===== src/rtl/line_win_pkg.sv =====
// rtl/line_win_pkg.sv - shared types, codes and line-mask helper for the board win scanner
package line_win_pkg;

  typedef enum logic [1:0] {IDLE, SCAN, REPORT} state_e;

  localparam logic [1:0] WIN_NONE = 2'b00;
  localparam logic [1:0] WIN_A    = 2'b01;
  localparam logic [1:0] WIN_B    = 2'b10;

  // Upper bound on board size so the mask helper can return a fixed-width vector.
  localparam int MAX_N  = 8;
  localparam int MASK_W = MAX_N * MAX_N;

  function automatic int num_lines(input int n);
    return 2 * n + 2;
  endfunction

  function automatic int idx_width(input int n);
    return $clog2(2 * n + 2);
  endfunction

  // Cell (r,c) with r=0 top, c=0 left lives at bit n*n-1-(r*n+c).
  function automatic logic [MASK_W-1:0] line_mask(input int n, input int idx);
    logic [MASK_W-1:0] m;
    logic              on;
    m = '0;
    for (int r = 0; r < MAX_N; r++) begin
      for (int c = 0; c < MAX_N; c++) begin
        on = 1'b0;
        if (r < n && c < n) begin
          if (idx < n)           on = (r == idx);
          else if (idx < 2 * n)  on = (c == idx - n);
          else if (idx == 2 * n) on = (r == c);
          else                   on = (r + c == n - 1);
        end
        if (on) m = m | (MASK_W'(1) << (n * n - 1 - (r * n + c)));
      end
    end
    return m;
  endfunction

endpackage


===== src/rtl/line_mask_gen.sv =====
// rtl/line_mask_gen.sv - combinational line index to N*N cell mask
module line_mask_gen
  import line_win_pkg::*;
#(
  parameter int N = 3
) (
  input  logic [idx_width(N)-1:0] idx,
  output logic [N*N-1:0]          mask
);

  logic [MASK_W-1:0] full_mask;
  logic              unused_mask_bits;

  always_comb begin
    full_mask        = line_mask(N, int'(idx));
    mask             = full_mask[N*N-1:0];
    unused_mask_bits = ^full_mask;
  end

endmodule


===== src/rtl/line_win_scanner.sv =====
// rtl/line_win_scanner.sv - sequential N x N win/draw/conflict scanner, one line per cycle
module line_win_scanner
  import line_win_pkg::*;
#(
  parameter int N = 3
) (
  input  logic             clk,
  input  logic             rst_n,
  input  logic             start,
  input  logic [N*N-1:0]   ain,
  input  logic [N*N-1:0]   bin,
  output logic             busy,
  output logic             done,
  output logic [2*N+1:0]   win_line,
  output logic [1:0]       winner,
  output logic             draw,
  output logic             conflict
);

  localparam int L  = num_lines(N);
  localparam int IW = idx_width(N);
  localparam int C  = N * N;

  state_e          state_q, state_d;
  logic [IW-1:0]   idx_q, idx_d;
  logic            drain_q, drain_d;
  logic [C-1:0]    a_q, a_d, b_q, b_d;
  logic            a_any_q, a_any_d, b_any_q, b_any_d;
  logic [IW-1:0]   a_first_q, a_first_d, b_first_q, b_first_d;
  logic [L-1:0]    win_line_q, win_line_d;
  logic [1:0]      winner_q, winner_d;
  logic            draw_q, draw_d;
  logic            conflict_q, conflict_d;

  logic [C-1:0]    mask;
  logic            a_hit, b_hit;

  line_mask_gen #(.N(N)) u_mask (
    .idx  (idx_q),
    .mask (mask)
  );

  assign a_hit = ((a_q & mask) == mask);
  assign b_hit = ((b_q & mask) == mask);

  always_comb begin
    state_d    = state_q;
    idx_d      = idx_q;
    drain_d    = drain_q;
    a_d        = a_q;
    b_d        = b_q;
    a_any_d    = a_any_q;
    b_any_d    = b_any_q;
    a_first_d  = a_first_q;
    b_first_d  = b_first_q;
    win_line_d = win_line_q;
    winner_d   = winner_q;
    draw_d     = draw_q;
    conflict_d = conflict_q;

    case (state_q)
      IDLE: begin
        if (start) begin
          a_d       = ain;
          b_d       = bin;
          a_any_d   = 1'b0;
          b_any_d   = 1'b0;
          a_first_d = '0;
          b_first_d = '0;
          idx_d     = '0;
          drain_d   = 1'b0;
          state_d   = SCAN;
        end
      end
      SCAN: begin
        // After the last line is tested one extra cycle folds the hit registers into the results.
        if (drain_q) begin
          state_d    = REPORT;
          conflict_d = (|(a_q & b_q)) | (a_any_q & b_any_q);
          if (a_any_q) begin
            win_line_d = L'(1) << a_first_q;
            winner_d   = WIN_A;
          end else if (b_any_q) begin
            win_line_d = L'(1) << b_first_q;
            winner_d   = WIN_B;
          end else begin
            win_line_d = '0;
            winner_d   = WIN_NONE;
          end
          draw_d = (&(a_q | b_q)) & ~a_any_q & ~b_any_q & ~conflict_d;
        end else begin
          if (a_hit && !a_any_q) begin
            a_any_d   = 1'b1;
            a_first_d = idx_q;
          end
          if (b_hit && !b_any_q) begin
            b_any_d   = 1'b1;
            b_first_d = idx_q;
          end
          if (idx_q == IW'(L - 1)) drain_d = 1'b1;
          else                     idx_d   = idx_q + 1'b1;
        end
      end
      REPORT:  state_d = IDLE;
      default: state_d = IDLE;
    endcase
  end

  always_ff @(posedge clk or negedge rst_n) begin
    if (!rst_n) begin
      state_q    <= IDLE;
      idx_q      <= '0;
      drain_q    <= 1'b0;
      a_q        <= '0;
      b_q        <= '0;
      a_any_q    <= 1'b0;
      b_any_q    <= 1'b0;
      a_first_q  <= '0;
      b_first_q  <= '0;
      win_line_q <= '0;
      winner_q   <= WIN_NONE;
      draw_q     <= 1'b0;
      conflict_q <= 1'b0;
    end else begin
      state_q    <= state_d;
      idx_q      <= idx_d;
      drain_q    <= drain_d;
      a_q        <= a_d;
      b_q        <= b_d;
      a_any_q    <= a_any_d;
      b_any_q    <= b_any_d;
      a_first_q  <= a_first_d;
      b_first_q  <= b_first_d;
      win_line_q <= win_line_d;
      winner_q   <= winner_d;
      draw_q     <= draw_d;
      conflict_q <= conflict_d;
    end
  end

  assign busy     = (state_q != IDLE);
  assign done     = (state_q == REPORT);
  assign win_line = win_line_q;
  assign winner   = winner_q;
  assign draw     = draw_q;
  assign conflict = conflict_q;

endmodule


===== config.mk =====
export PLATFORM = sky130hd
export DESIGN_NAME = line_win_scanner
export DESIGN_NICKNAME = d
export VERILOG_FILES = /design/src/rtl/line_win_pkg.sv /design/src/rtl/line_mask_gen.sv /design/src/rtl/line_win_scanner.sv
export SDC_FILE = /design/constraint.sdc
export NUM_CORES = 1
export LEC_CHECK = 0
export CELL_PAD_IN_SITES_DETAIL_PLACEMENT = 1
export CELL_PAD_IN_SITES_GLOBAL_PLACEMENT = 1
export CORE_ASPECT_RATIO = 0.8
export CORE_UTILIZATION = 37
export DETAILED_ROUTE_END_ITERATION = 8
export PLACE_DENSITY = 0.74
export SLEW_MARGIN = 15
export SYNTH_ARGS = -nofsm -noshare
export SYNTH_HDL_FRONTEND = slang
export SYNTH_HIERARCHICAL = 1
export SYNTH_SLANG_ARGS = --single-unit
export TNS_END_PERCENT = 10

===== constraint.sdc =====
create_clock -name clk -period 2.3 [get_ports clk]
set_input_delay 0.46 -clock clk [delete_from_list [all_inputs] [get_ports clk]]
set_output_delay 0.46 -clock clk [all_outputs]
set_load 0.02 [all_outputs]

Word-level counts from Yosys, hierarchy flattened
Index checks and enable logic that the tools add are counted.

word-level totals
  register bits after elaboration = 44
  latch bits = 0
  memory bits (writable) = 0
  memory bits (read-only) = 0
  bits of input ports = 21
  output and inout port bits = 14
  word-level logic and storage cells = 120
  memories kept = 0

operators by class
  add/sub/neg operators = 2
  $mul = 0
  div/mod/pow operators = 0
  magnitude comparators = 2
  eq/ne operators = 16
  shift operators = 2
  muxes and demuxes = 55
  bitwise gates (word level) = 12
  reduce and logical (&&, ||, !) cells = 18

operators by type and width
  cell                                                               count
  2-bit by 32-bit == test with 1-bit output, first input constant    1
  3-bit by 32-bit == test with 1-bit output, first input constant    1
  32-bit zero test                                                   1
  9-bit bitwise AND                                                  3
  1-bit 2-to-1 mux                                                   27
  3-bit 2-to-1 mux                                                   8
  8-bit 2-to-1 mux                                                   3
  9-bit == test                                                      2
  3-bit one-hot mux with 2 select lines                              3
  1-bit by 3-bit left shift with 8-bit output, first input constant  2
  2-bit inequality test, second input constant                       6
  4-bit AND reduction                                                3
  2-bit 2-to-1 mux                                                   5
  9-bit 2-to-1 mux                                                   1
  9-bit bitwise OR                                                   1
  9-bit AND reduction                                                1
  9-bit OR reduction                                                 1
  2-bit AND reduction                                                4
  7-bit 2-to-1 mux                                                   1
  6-bit 2-to-1 mux                                                   1
  1-bit one-hot mux with 2 select lines                              3
  5-bit 2-to-1 mux                                                   1
  1-bit bitwise AND                                                  4
  4-bit 2-to-1 mux                                                   1
  18 further kinds                                                   23

Logic depth before layout (Yosys ltp)
Gate-level depths: netlist of run 1.

  word-level depth = 19
  gate-level depth with buffers = 10
  mapped depth without buffers = 9

Modules after synthesis
Netlist of run 1, hierarchy kept.

by module, submodules not included
  module            times used  cells an instance  area an instance (um^2)  sequential area each (um^2)
  line_win_scanner  1           226                2189.6                   1101.1
  line_mask_gen     1           32                 196.4                    0.0

Least setup slack after synthesis of run 1
OpenSTA, ideal clock, no wires.

  kind = register -> register
  from = reg idx_q[0]
  to = reg a_first_q[2]
  library setup time = 0.122 ns
  arrival = 2.245 ns
  data required time = 2.178 ns
  slack = -0.067 ns
  stages on the path, launching flop included = 11
  path buffers = 1
  clock period less this slack = 2.367 ns
  cells stage by stage = dfrtp_1 buf_4 nand2_1 ha_1 nor2b_1 o21ai_0 o21ai_0 nor2b_1 a2111oi_4 nand4_1 a32o_1

between the ends
  word-level cells in the longest chain between the ends = 10
  elaborated cells between the ends (all ways) = 43
  classes of those cells = add/sub: 1; order compare: 2; eq/ne: 7; mux: 28; bitwise: 1; reduce/logical: 4

RTL lines
  element                                      line                     RTL
  start, declared                              line_win_scanner.sv:25   logic [IW-1:0] idx_q, idx_d;
  start signal, assigned                       line_win_scanner.sv:126  idx_q <= idx_d;
  3-bit by 2-bit subtractor with 4-bit output  line_win_pkg.sv:32       else if (idx < 2 * n) on = (c == idx - n);
  2-bit by 32-bit == test with 1-bit output    line_win_pkg.sv:32
  1-bit 2-to-1 mux                             line_win_pkg.sv:32
  1-bit 2-to-1 mux (*)                         line_win_pkg.sv:31       if (idx < n) on = (r == idx);
  5-bit 2-to-1 mux (*)                         line_win_pkg.sv:36       if (on) m = m | (MASK_W'(1) << (n * n - 1 - (r * n + c)));
  named net mask[4]                            line_win_scanner.sv:35   logic [C-1:0] mask;
  9-bit bitwise AND                            line_win_scanner.sv:43   assign a_hit = ((a_q & mask) == mask);
  9-bit == test (*)                            line_win_scanner.sv:43
  1-bit logical AND (*)                        line_win_scanner.sv:92   if (a_hit && !a_any_q) begin
  2-bit inequality test (no source line) (*)   -
  4-bit AND reduction (no source line) (*)     -
  end signal, assigned                         line_win_scanner.sv:132  a_first_q <= a_first_d;
  end, declared                                line_win_scanner.sv:29   logic [IW-1:0] a_first_q, a_first_d, b_first_q, b_first_d;

Mark *: on every way through the listed nets, which the timed path passes. The rest lies on a longest branch.
A chain may end at the register's enable or synchronous reset.

Worst setup path after layout of run 1
  from = reg idx_q[0]
  to = reg b_first_q[0]

between the ends
  word-level cells in the longest chain between the ends = 10
  elaborated cells between the ends (all ways) = 46
  classes of those cells = add/sub: 1; order compare: 2; eq/ne: 7; mux: 31; bitwise: 1; reduce/logical: 4

RTL lines
  element                                                                                                  line                                    RTL
  3-bit by 2-bit subtractor with 4-bit output or 3-bit by 2-bit == test with 1-bit output (tied branches)  line_win_pkg.sv:32, line_win_pkg.sv:33
  3-bit by 32-bit == test with 1-bit output or 1-bit 2-to-1 mux (tied branches)                            line_win_pkg.sv:32, line_win_pkg.sv:33
  1-bit 2-to-1 mux                                                                                         line_win_pkg.sv:32
  1-bit 2-to-1 mux (*)                                                                                     line_win_pkg.sv:31
  7-bit 2-to-1 mux (*)                                                                                     line_win_pkg.sv:36
  named net mask[6]                                                                                        line_win_scanner.sv:35
  9-bit bitwise AND                                                                                        line_win_scanner.sv:44                  assign b_hit = ((b_q & mask) == mask);
  9-bit == test (*)                                                                                        line_win_scanner.sv:44
  1-bit logical AND (*)                                                                                    line_win_scanner.sv:96                  if (b_hit && !b_any_q) begin
  2-bit inequality test (no source line) (*)                                                               -
  4-bit AND reduction (no source line) (*)                                                                 -
  end signal, assigned                                                                                     line_win_scanner.sv:133                 b_first_q <= b_first_d;
  end, declared                                                                                            line_win_scanner.sv:29

Mark *: on every way through the listed nets, which the timed path passes. The rest lies on a longest branch. The select of a mux whose other input is x is not followed.

==> metrics.md, run 1 <==
| Metric | Value |
|---|---|
| Outcome | completed |
| Drt drc | 0 |
| Initial antenna violation count | 0 |
| Die W | 91.8 um |
| Core area | 6070 um^2 |
| Number of diodes | 0 |
| Unique masters post-synth | 47 |
| R2r setup slk | 60 ps |
| DP HPWL | 4860 um |
| Synth cell count leaders | 63 x nand2_1, 44 x dfrtp_1, 19 x nor2b_1, 19 x o21ai_0, 15 x nor2_1 |
| Final cycle utilization of the critical path | 0.976 |
| Vias in the first global route | 2016 |
| GR Overflow Total | 0 |
| IO Pins | 35 |
| Final setup fails | 0 |
| Number of vias per cell | 5.29 |
| Synth Instances | 258 |
| Area delta synth->final | 27.6% |
| WL final | 6500 um |
| RSZ-0062 raised after global routing | yes |
| Layout cell share with drive strength beyond 1 | 0.172 |
| Vias | 2025 |
| ANT nets after route | 0 |
| Yosys reg bits | 44 |
| Max Slew Vio Count | 0 |
| Number of synthesized flops with an enable pin | 0 |
| Fmax | 0.445 GHz |
| Clk pin slew, worst setup/hold paths | 90 ps |
| Seq/Total Area, Yosys | 0.461 |
| Detailed Route Iter0 Violations | 82 |
| Pwr/cell area | 1480 nW/um^2 |
| Mapped cell area | 2390 um^2 |
| Max transition margin | 0.488 |
| Min cycle time layout | 2240 ps |
| TritonCTS clock tree | built |
| LEAKAGE | 1.33 nW |
| Hold WC Path Type | in -> async |
| CTS H-tree lvls | 2 |
| CP Class | reg -> reg |
| Fillers | 703 |
| Critical Path AT | 2440 ps |
| Sw frac | 0.443 |
| Max VDD drop | 0.000453 V |
| Critical path required time | 2490 ps |
| Synthesized area per cell | 9.25 um^2 |
| # clock sinks | 44 |
| Worst Skew | 7.17 ps |
| Clock share of power | 0.137 |
| Clock Tree Root | clkbuf_8 |
| Count leader, synth | nand2_1 |
| Crit path from | idx_q[0] |
| Internal power | 0.00250 W |
| Finished Layout Cells | 383 |
| Ys flop type | dfrtp_1 |
| Maxcap violations | 0 |
| Seq pwr share | 0.326 |
| Synth area leader | dfrtp_1 |
| Number of buffers created by CTS | 5 |
| DR WL/cell | 17.0 um |
| Tightest Pin Transition | 768 ps |
| Yosys warning count | 6 |
| Overall Global Routing Usage | 0.202 |
| Power after layout | 0.00449 W |
| Num rows | 25 |
| CTS Buffer Depth | 2 |
| Cell total after placement | 373 |
| Syn Nets | 282 |
| DRT Pass-1 Iters | 4 |
| Worst-Skew Late Latency | 300 ps |
| Synth async-reset ratio | 1.00 |
| Comb pwr share | 0.537 |
| Die Y | 73.8 um |
| Worst-path fanout max | 7 |
| Layout Utilization | 0.502 |
| Switch Pwr | 0.00199 W |
| Largest net degree at the start of global routing | 35 |
| Reg2reg start | idx_q[0] |
| Synth top area cells | dfrtp_1 46%, nand2_1 9.9%, nor2b_1 5.0% |
| Port bufs | 34 |
| RePlAce Congestion | 0.856 |
| CP Capture Type | flip-flop |
| Nets | 325 |
| Die area | 6780 um^2 |
| Final hold vios | 0 |
| Synth top area share | 0.461 |
| Global-route wire length before repair | 10500 um |
| Starting Density | 0.393 |
| Worst setup SP type | flip-flop |
## cells in the final DEF, fill, tap and decap left out, drive strengths merged, types with 7 or more instances in the layout
cell and n:
a21oi 9, o21ai 21, nor2b 20, nand2b 7, buf 13, inv 10, clkdlybuf4s50 33, dfrtp 44
nand2 63, nor2 15
## flip-flops by register name (all words and copies together), names as in the netlist
name       count
winner         2
b_first_q      3
win_line       8
idx_q          3
a_q            9
state_q        2
a_any_q        1
b_q            9
conflict       1
draw           1
drain_q        1
b_any_q        1
a_first_q      3
## through the flow
step	hold slack [ps]	setup WS, ps	cell area, um^2	setup TNS, ps
finish	212	55.2	3040	0
global route	281	-23.8	3040	-85.2
CTS	248	13.0	2980	0
detailed placement	478	-18.0	2850	-69.8
global placement	464	13.5	2850	0
floorplan	164	-2.10	2400	-6.29
## layout make-up
type | count | area (um^2) | share of cell area
multi-input combinational | 195 | 1270 | 0.416
sequential | 44 | 1100 | 0.362
timing repair buffer | 46 | 425 | 0.140
tap | 81 | 101 | 0.0333
clock buffer | 5 | 68.8 | 0.0226
clock inverter | 3 | 46.3 | 0.0152
inverter | 9 | 33.8 | 0.0111
## final timing paths
kind,end,cells past startpoint
max in group asynchronous,win_line[2],2
hold / removal,idx_q[0],1
hold reg to reg,win_line[7],2
min in group clk,win_line[7],2
setup / recovery,b_first_q[0],9
setup reg to reg,b_first_q[0],9
## what timing repair did
item                       in CTS  in global routing
pin swaps                       6                 15
setup endpoints to repair       6                  7
gates resized for setup         2                 16
hold buffers                    0                  0
setup buffers                   0                  2
## logic make-up (layout without fill, tap and decap cells)
logic type | Yosys count | in the layout | share of synthesized area
AND/OR/NAND/NOR | 127 | 127 | 0.268
buffers and inverters | 19 | 63 | 0.0341
adder cells (fa/ha/maj) | 3 | 3 | 0.0157
AO/OA/AOI/OAI | 62 | 62 | 0.207
flip-flops | 44 | 44 | 0.461
multiplexers | 3 | 3 | 0.0136
## metal layers
layer	up-vias	share of wire	wire length (um)	GRT usage
li1	990	-	-	-
met1	986	0.51	3340	0.308
met2	41	0.44	2880	0.298
met3	8	0.034	222	0.0342
met4	0	0.0083	54	0.0469
met5	-	0	0	0
## critical path, cell delays in order, from the launching register on
cell       delay (ps)
dfrtp_2           420
nand2_2            90
ha_4              170
and2b_4           230
nand2_1            80
o31ai_1            80
nor2b_1           180
a2111oi_4         410
nand4_2           180
a32o_2            300
## power groups by stage
stage	combinational (W)	clock, W	sequential, W
finish	0.00241	0.000617	0.00146
global route	0.00264	0.000656	0.00151
CTS	0.00227	0.000632	0.00144
detailed placement	0.00221	0	0.00146
global placement	0.00215	0	0.00143
floorplan	0.00155	0	0.00140
(Power assumes the default switching activity.)
==> run 2, diff against run 1 <==
--- a/config.mk
+++ b/config.mk
@@ -11,4 +11,5 @@
 export CORE_UTILIZATION = 37
 export DETAILED_ROUTE_END_ITERATION = 8
+export GPL_ROUTABILITY_DRIVEN = 0
 export PLACE_DENSITY = 0.74
 export SLEW_MARGIN = 15
==> constraint.sdc (replaced) <==
create_clock -name clk -period 2.3 [get_ports clk]
set_input_delay 0.46 -clock clk [delete_from_list [all_inputs] [get_ports clk]]
set_output_delay 0.46 -clock clk [all_outputs]
set_load 0.1 [all_outputs]
==> metrics.md, run 2 (synthesized netlist as in run 1, its figures left out) <==
| Metric | Value |
|---|---|
| Outcome | completed (unchanged) |
| Clock share of power | 0.101 (was 0.137) |
| Final hold vios | 0 (unchanged) |
| CP Class | reg -> reg (unchanged) |
| Drt drc | 0 (unchanged) |
| Fillers | 707 (was 703) |
| Comb pwr share | 0.591 (was 0.537) |
| Core area | 6070 um^2 (unchanged) |
| # clock sinks | 44 (unchanged) |
| Post-CTS Hold Fix Bufs | 0 (unchanged) |
| WL final | 6270 um (was 6500 um) |
| Initial antenna violation count | 0 (unchanged) |
| LEAKAGE | 1.34 nW (was 1.33 nW) |
| Area delta synth->final | 25.2% (was 27.6%) |
| Clk pin slew, worst setup/hold paths | 90 ps (about the same) |
| Internal power | 0.00238 W (was 0.00250 W) |
| Global-route wire length before repair | 10300 um (was 10500 um) |
| GR Overflow Total | 0 (unchanged) |
| Nets | 326 (was 325) |
| Critical path required time | 2500 ps (was 2490 ps) |
| Hold WC Path Type | in -> async (unchanged) |
| Detailed Route Iter0 Violations | 126 (was 82) |
| Final cycle utilization of the critical path | 0.964 (was 0.976) |
| Vias in the first global route | 1962 (was 2016) |
| Port bufs | 34 (unchanged) |
| Layout cell share with drive strength beyond 1 | 0.215 (was 0.172) |
| Max Slew Vio Count | 0 (unchanged) |
| Switch Pwr | 0.00234 W (was 0.00199 W) |
| IO Pins | 35 (unchanged) |
| Max transition margin | 0.733 (was 0.488) |
| Overall Global Routing Usage | 0.202 (about the same) |
| TritonCTS clock tree | built (unchanged) |
| Worst-path fanout max | 5 (was 7) |
| Maxcap violations | 0 (unchanged) |
| Die W | 91.8 um (unchanged) |
| Number of buffers created by CTS | 5 (unchanged) |
| R2r setup slk | 80 ps (was 60 ps) |
| CTS H-tree lvls | 2 (unchanged) |
| Commonest non-fill, non-tap cell in the layout | nand2_1 (unchanged) |
| Final setup fails | 0 (unchanged) |
| ANT nets after route | 0 (unchanged) |
| Worst setup SP type | flip-flop (unchanged) |
| CTS Buffer Depth | 2 (unchanged) |
| Seq pwr share | 0.307 (was 0.326) |
| Vias | 1999 (was 2025) |
| Worst-Skew Late Latency | 300 ps (about the same) |
| Setup TNS | 0 ps (unchanged) |
| Commonest cells after routing, fill and taps aside | 62 x nand2_1, 43 x dfrtp_1, 27 x buf_4 (was 62 x nand2_1, 43 x dfrtp_1, 33 x clkdlybuf4s50_1) |
| Num rows | 25 (unchanged) |
| DP HPWL | 4670 um (was 4860 um) |
| Number of diodes | 0 (unchanged) |
| Die Y | 73.8 um (unchanged) |
| Layout Utilization | 0.492 (was 0.502) |
| Worst Skew | 4.50 ps (was 7.17 ps) |
| Die area | 6780 um^2 (unchanged) |
| Min cycle time layout | 2220 ps (was 2240 ps) |
| Fmax | 0.451 GHz (was 0.445 GHz) |
| Power after layout | 0.00472 W (was 0.00449 W) |
| Clock Tree Root | clkbuf_8 (unchanged) |
| Max VDD drop | 0.000561 V (was 0.000453 V) |
| DRT Pass-1 Iters | 4 (unchanged) |
| Tightest Pin Transition | 400 ps (was 768 ps) |
| Number of vias per cell | 5.22 (was 5.29) |
| RSZ-0062 raised after global routing | yes (unchanged) |
| Sw frac | 0.496 (was 0.443) |
| DR WL/cell | 16.4 um (was 17.0 um) |
| Largest net degree at the start of global routing | 21 (was 35) |
| CP Capture Type | flip-flop (unchanged) |
| Critical Path AT | 2410 ps (was 2440 ps) |
| Starting Density | 0.393 (unchanged) |
| Pwr/cell area | 1580 nW/um^2 (was 1480 nW/um^2) |
-- run 2: cell types whose count changed in the layout (fill, tap and decap cells not counted), sizes merged --
| cell | delta |
|---|---|
| bufinv | -1 |
| clkdlybuf4s50 | -14 |
| buf | +15 |
| clkinv | +1 |
| inv | -1 |
-- run 2: worst paths after layout --
path                        startpoint      endpoint  cells past startpoint
max in group asynchronous        rst_n        a_q[8]                      2
max reg2reg                   idx_q[0]  b_first_q[0]                      9
min in group clk           win_line[3]   win_line[3]                      2
max                           idx_q[0]  b_first_q[0]                      9
min                              rst_n   win_line[3]                      1
min reg2reg                win_line[3]   win_line[3]                      2
-- run 2: power groups by stage --
stage | logic, W | registers, W | clock network (W)
4_1_cts | 0.00259 | 0.00143 | 0.000501
2_1_floorplan | 0.00163 | 0.00173 | 0
3_3_place_gp | 0.00254 | 0.00144 | 0
5_1_grt | 0.00305 | 0.00150 | 0.000525
6_report | 0.00279 | 0.00145 | 0.000479
3_5_place_dp | 0.00257 | 0.00145 | 0
-- run 2: critical path: stages, from the launching register on --
cell and delay (ps):
dfrtp_2 420, nand2_2 80, ha_4 220, nor2b_4 130, o21ai_2 140, o21ai_2 80
nor2b_4 130, a2111oi_4 440, nand4_2 180, a32o_2 290
-- run 2: area by class of cell --
cell class,count,area [um^2],share of cell area
clock inverter,2,12.5,0.00419
sequential,44,1100,0.369
multi-input combinational,195,1270,0.425
timing repair buffer,47,398,0.133
clock buffer,5,68.8,0.0230
inverter,9,33.8,0.0113
tap,81,101,0.0339
-- run 2: per-stage QoR --
step	worst slack [ps]	std cells	area [um^2]	hold slack, ps
global placement	29.5	373	2820	384
CTS	-15.8	380	2900	60.6
detailed placement	-1.34	373	2820	392
finish	82.5	383	2990	56.8
global route	-11.8	383	2990	64.1
floorplan	-2.10	258	2400	164
-- run 2: per-layer routing --
metal / track usage / vias up / wire length (um)
met1: 0.305 / 969 / 3400
met3: 0.0445 / 7 / 203
met5: 0 / - / 0
met2: 0.286 / 34 / 2610
met4: 0.0590 / 0 / 64
li1: - / 989 / -
-- run 2: timing repair --
item,CTS,global route
endpoints found under the setup margin,6,7
setup buffers,0,3
gates cloned,0,0
gates resized for setup,0,18
pin swaps,6,15
==> run 3, diff against run 2 <==
CTS_BUF_LIST = sky130_fd_sc_hd__clkbuf_16   (was unset)
==> metrics.md, run 3 (synthesized netlist as in run 1, its figures left out) <==
| Metric | Value |
|---|---|
| DP HPWL | 4670 um (unchanged) |
| Core area | 6070 um^2 (unchanged) |
| DRT Pass-1 Iters | 4 (unchanged) |
| Area delta synth->final | 26.6% (was 25.2%) |
| Max VDD drop | 0.000610 V (was 0.000561 V) |
| CP Buf/Inv Count | 0 (unchanged) |
| Overall Global Routing Usage | 0.208 (was 0.202) |
| Drt drc | 0 (unchanged) |
| LEAKAGE | 1.36 nW (was 1.34 nW) |
| Critical path required time | 2470 ps (was 2500 ps) |
| Setup TNS | 0 ps (unchanged) |
| Final setup fails | 0 (unchanged) |
| Die area | 6780 um^2 (unchanged) |
| Maxcap violations | 0 (unchanged) |
| Reg2reg path depth | 9 (unchanged) |
| Port bufs | 34 (unchanged) |
| Tightest Pin Transition | 397 ps (was 400 ps) |
| Max Slew Vio Count | 0 (unchanged) |
| ANT nets after route | 0 (unchanged) |
| Reg2reg start | idx_q[0] (unchanged) |
| CTS H-tree lvls | 2 (unchanged) |
| Initial antenna violation count | 0 (unchanged) |
| CP Capture Type | flip-flop (unchanged) |
| IO Pins | 35 (unchanged) |
| GR Overflow Total | 0 (unchanged) |
| Commonest non-fill, non-tap cell in the layout | nand2_1 (unchanged) |
| CP Class | reg -> reg (unchanged) |
| Vias in the first global route | 2034 (was 1962) |
| Outcome | completed (unchanged) |
| Worst-Skew Late Latency | 280 ps (was 300 ps) |
| Vias | 2030 (was 1999) |
| Layout cell share with drive strength beyond 1 | 0.209 (was 0.215) |
| CTS Buffer Depth | 2 (unchanged) |
| Number of diodes | 0 (unchanged) |
| Worst Skew | 2.68 ps (was 4.50 ps) |
| Detailed Route Iter0 Violations | 132 (was 126) |
| Slowest cell on the critical path | a2111oi_4 (unchanged) |
| Reg-to-reg critical path endpoint | b_first_q[1] (was b_first_q[0]) |
| Largest net degree at the start of global routing | 21 (unchanged) |
| Post-CTS Hold Fix Bufs | 0 (unchanged) |
| Nets | 325 (was 326) |
| Max transition margin | 0.735 (was 0.733) |
| Number of buffers created by CTS | 5 (unchanged) |
| Final Cell Area | 3020 um^2 (was 2990 um^2) |
| Worst setup SP type | flip-flop (unchanged) |
| Worst-path fanout max | 5 (unchanged) |
| Number of vias per cell | 5.31 (was 5.22) |
| WL final | 6440 um (was 6270 um) |
| Final hold vios | 0 (unchanged) |
| Critical Path AT | 2410 ps (about the same) |
| RSZ-0062 raised after global routing | yes (unchanged) |
| Die W | 91.8 um (unchanged) |
| Min cycle time layout | 2230 ps (was 2220 ps) |
| # clock sinks | 44 (unchanged) |
| Clock share of power | 0.140 (was 0.101) |
| Top delay family on crit path | compound AO/OA/AOI/OAI gates (unchanged) |
| Commonest cells after routing, fill and taps aside | 62 x nand2_1, 43 x dfrtp_1, 26 x buf_4 (was 62 x nand2_1, 43 x dfrtp_1, 27 x buf_4) |
| TritonCTS clock tree | built (unchanged) |
| Die Y | 73.8 um (unchanged) |
| DR WL/cell | 16.9 um (was 16.4 um) |
| Clock Tree Root | clkbuf_16 (was clkbuf_8) |
| Highest cell delay on the worst timing path | 440 ps (about the same) |
| Comb pwr share | 0.564 (was 0.591) |
| Hold WC Path Type | in -> async (unchanged) |
| Clk pin slew, worst setup/hold paths | 60 ps (was 90 ps) |
| Dpl cell area | 2820 um^2 (unchanged) |
| Starting Density | 0.393 (unchanged) |
| Seq pwr share | 0.296 (was 0.307) |
| Sw frac | 0.484 (was 0.496) |
| Final cycle utilization of the critical path | 0.971 (was 0.964) |
| Internal power | 0.00254 W (was 0.00238 W) |
| R2r setup slk | 70 ps (was 80 ps) |
| Num rows | 25 (unchanged) |
| Switch Pwr | 0.00238 W (was 0.00234 W) |
| Crit-path cells | nand2_2, ha_4, nor2_2, nor3b_1, o21a_1, nor2b_1, a2111oi_4, nand4_2, a32o_2 (was nand2_2, ha_4, nor2b_4, o21ai_2, o21ai_2, nor2b_4, a2111oi_4, nand4_2, a32o_2) |
| Fmax | 0.448 GHz (was 0.451 GHz) |
| Pwr/cell area | 1630 nW/um^2 (was 1580 nW/um^2) |
| Global-route wire length before repair | 10800 um (was 10300 um) |
[run 3: cell types whose count changed in the layout (fill, tap and decap cells not counted), sizes merged]
cell	before	now
buf	28	27
[run 3: final cells by class]
| type | instances | area (um^2) |
|---|---|---|
| tap | 81 | 101 |
| fill | 702 | 3050 |
| multi-input combinational | 195 | 1250 |
| inverter | 9 | 33.8 |
| timing repair buffer | 46 | 390 |
| clock buffer | 5 | 125 |
| sequential | 44 | 1100 |
| clock inverter | 2 | 12.5 |
[run 3: routing by layer]
metal	vias to the layer above	wire, um	global-route usage
met3	4	240	0.0362
met4	0	36	0.0399
met2	51	2770	0.310
met5	-	0	0
li1	991	-	-
met1	984	3390	0.317
[run 3: through the flow]
step | std cells | util | total power, W | setup slack (ps) | hold slack (ps)
6_report | 382 | 0.498 | 0.00492 | 66.7 | 80.9
5_1_grt | 382 | 0.498 | 0.00525 | -36.5 | 98.4
4_1_cts | 381 | 0.491 | 0.00483 | 30.2 | 89.6
3_5_place_dp | 373 | 0.465 | 0.00402 | -1.34 | 392
3_3_place_gp | 373 | 0.465 | 0.00398 | 29.5 | 384
2_1_floorplan | 258 | - | 0.00336 | -2.10 | 164
[run 3: what timing repair did]
item,CTS,global route
gates resized for setup,3,12
buffers inserted,1,1
setup endpoints to repair,6,7
pin swaps,8,11
[run 3: power by group through the flow]
| stage | Clock (W) | Combinational [W] | Sequential, W |
|---|---|---|---|
| after floorplan | 0 | 0.00163 | 0.00173 |
| after global placement | 0 | 0.00254 | 0.00144 |
| after detailed placement | 0 | 0.00257 | 0.00145 |
| after CTS | 0.000711 | 0.00268 | 0.00144 |
| after global routing | 0.000732 | 0.00302 | 0.00150 |
| final | 0.000691 | 0.00277 | 0.00145 |
[run 3: how the worst max path moves through the flow]
stage / depth (start not counted) / slack [ps] / to / startpoint
6_report: 9 / 70 / b_first_q[1] / idx_q[0]
5_1_grt: 10 / -40 / a_any_q / idx_q[0]
4_1_cts: 9 / 30 / a_first_q[1] / idx_q[0]
3_5_place_dp: 9 / -1 / b_first_q[1] / idx_q[0]
3_3_place_gp: 9 / 30 / a_first_q[1] / idx_q[0]
2_1_floorplan: 10 / -2 / a_first_q[2] / idx_q[1]
[run 3: worst reg2reg max path: cells and delay by family, from the launching register on]
kind	cells	cell delay, ps
adders and majority gates	1	230
DFF	1	410
AOI/OAI and AO/OA	3	910
and+or+nand+nor	5	580
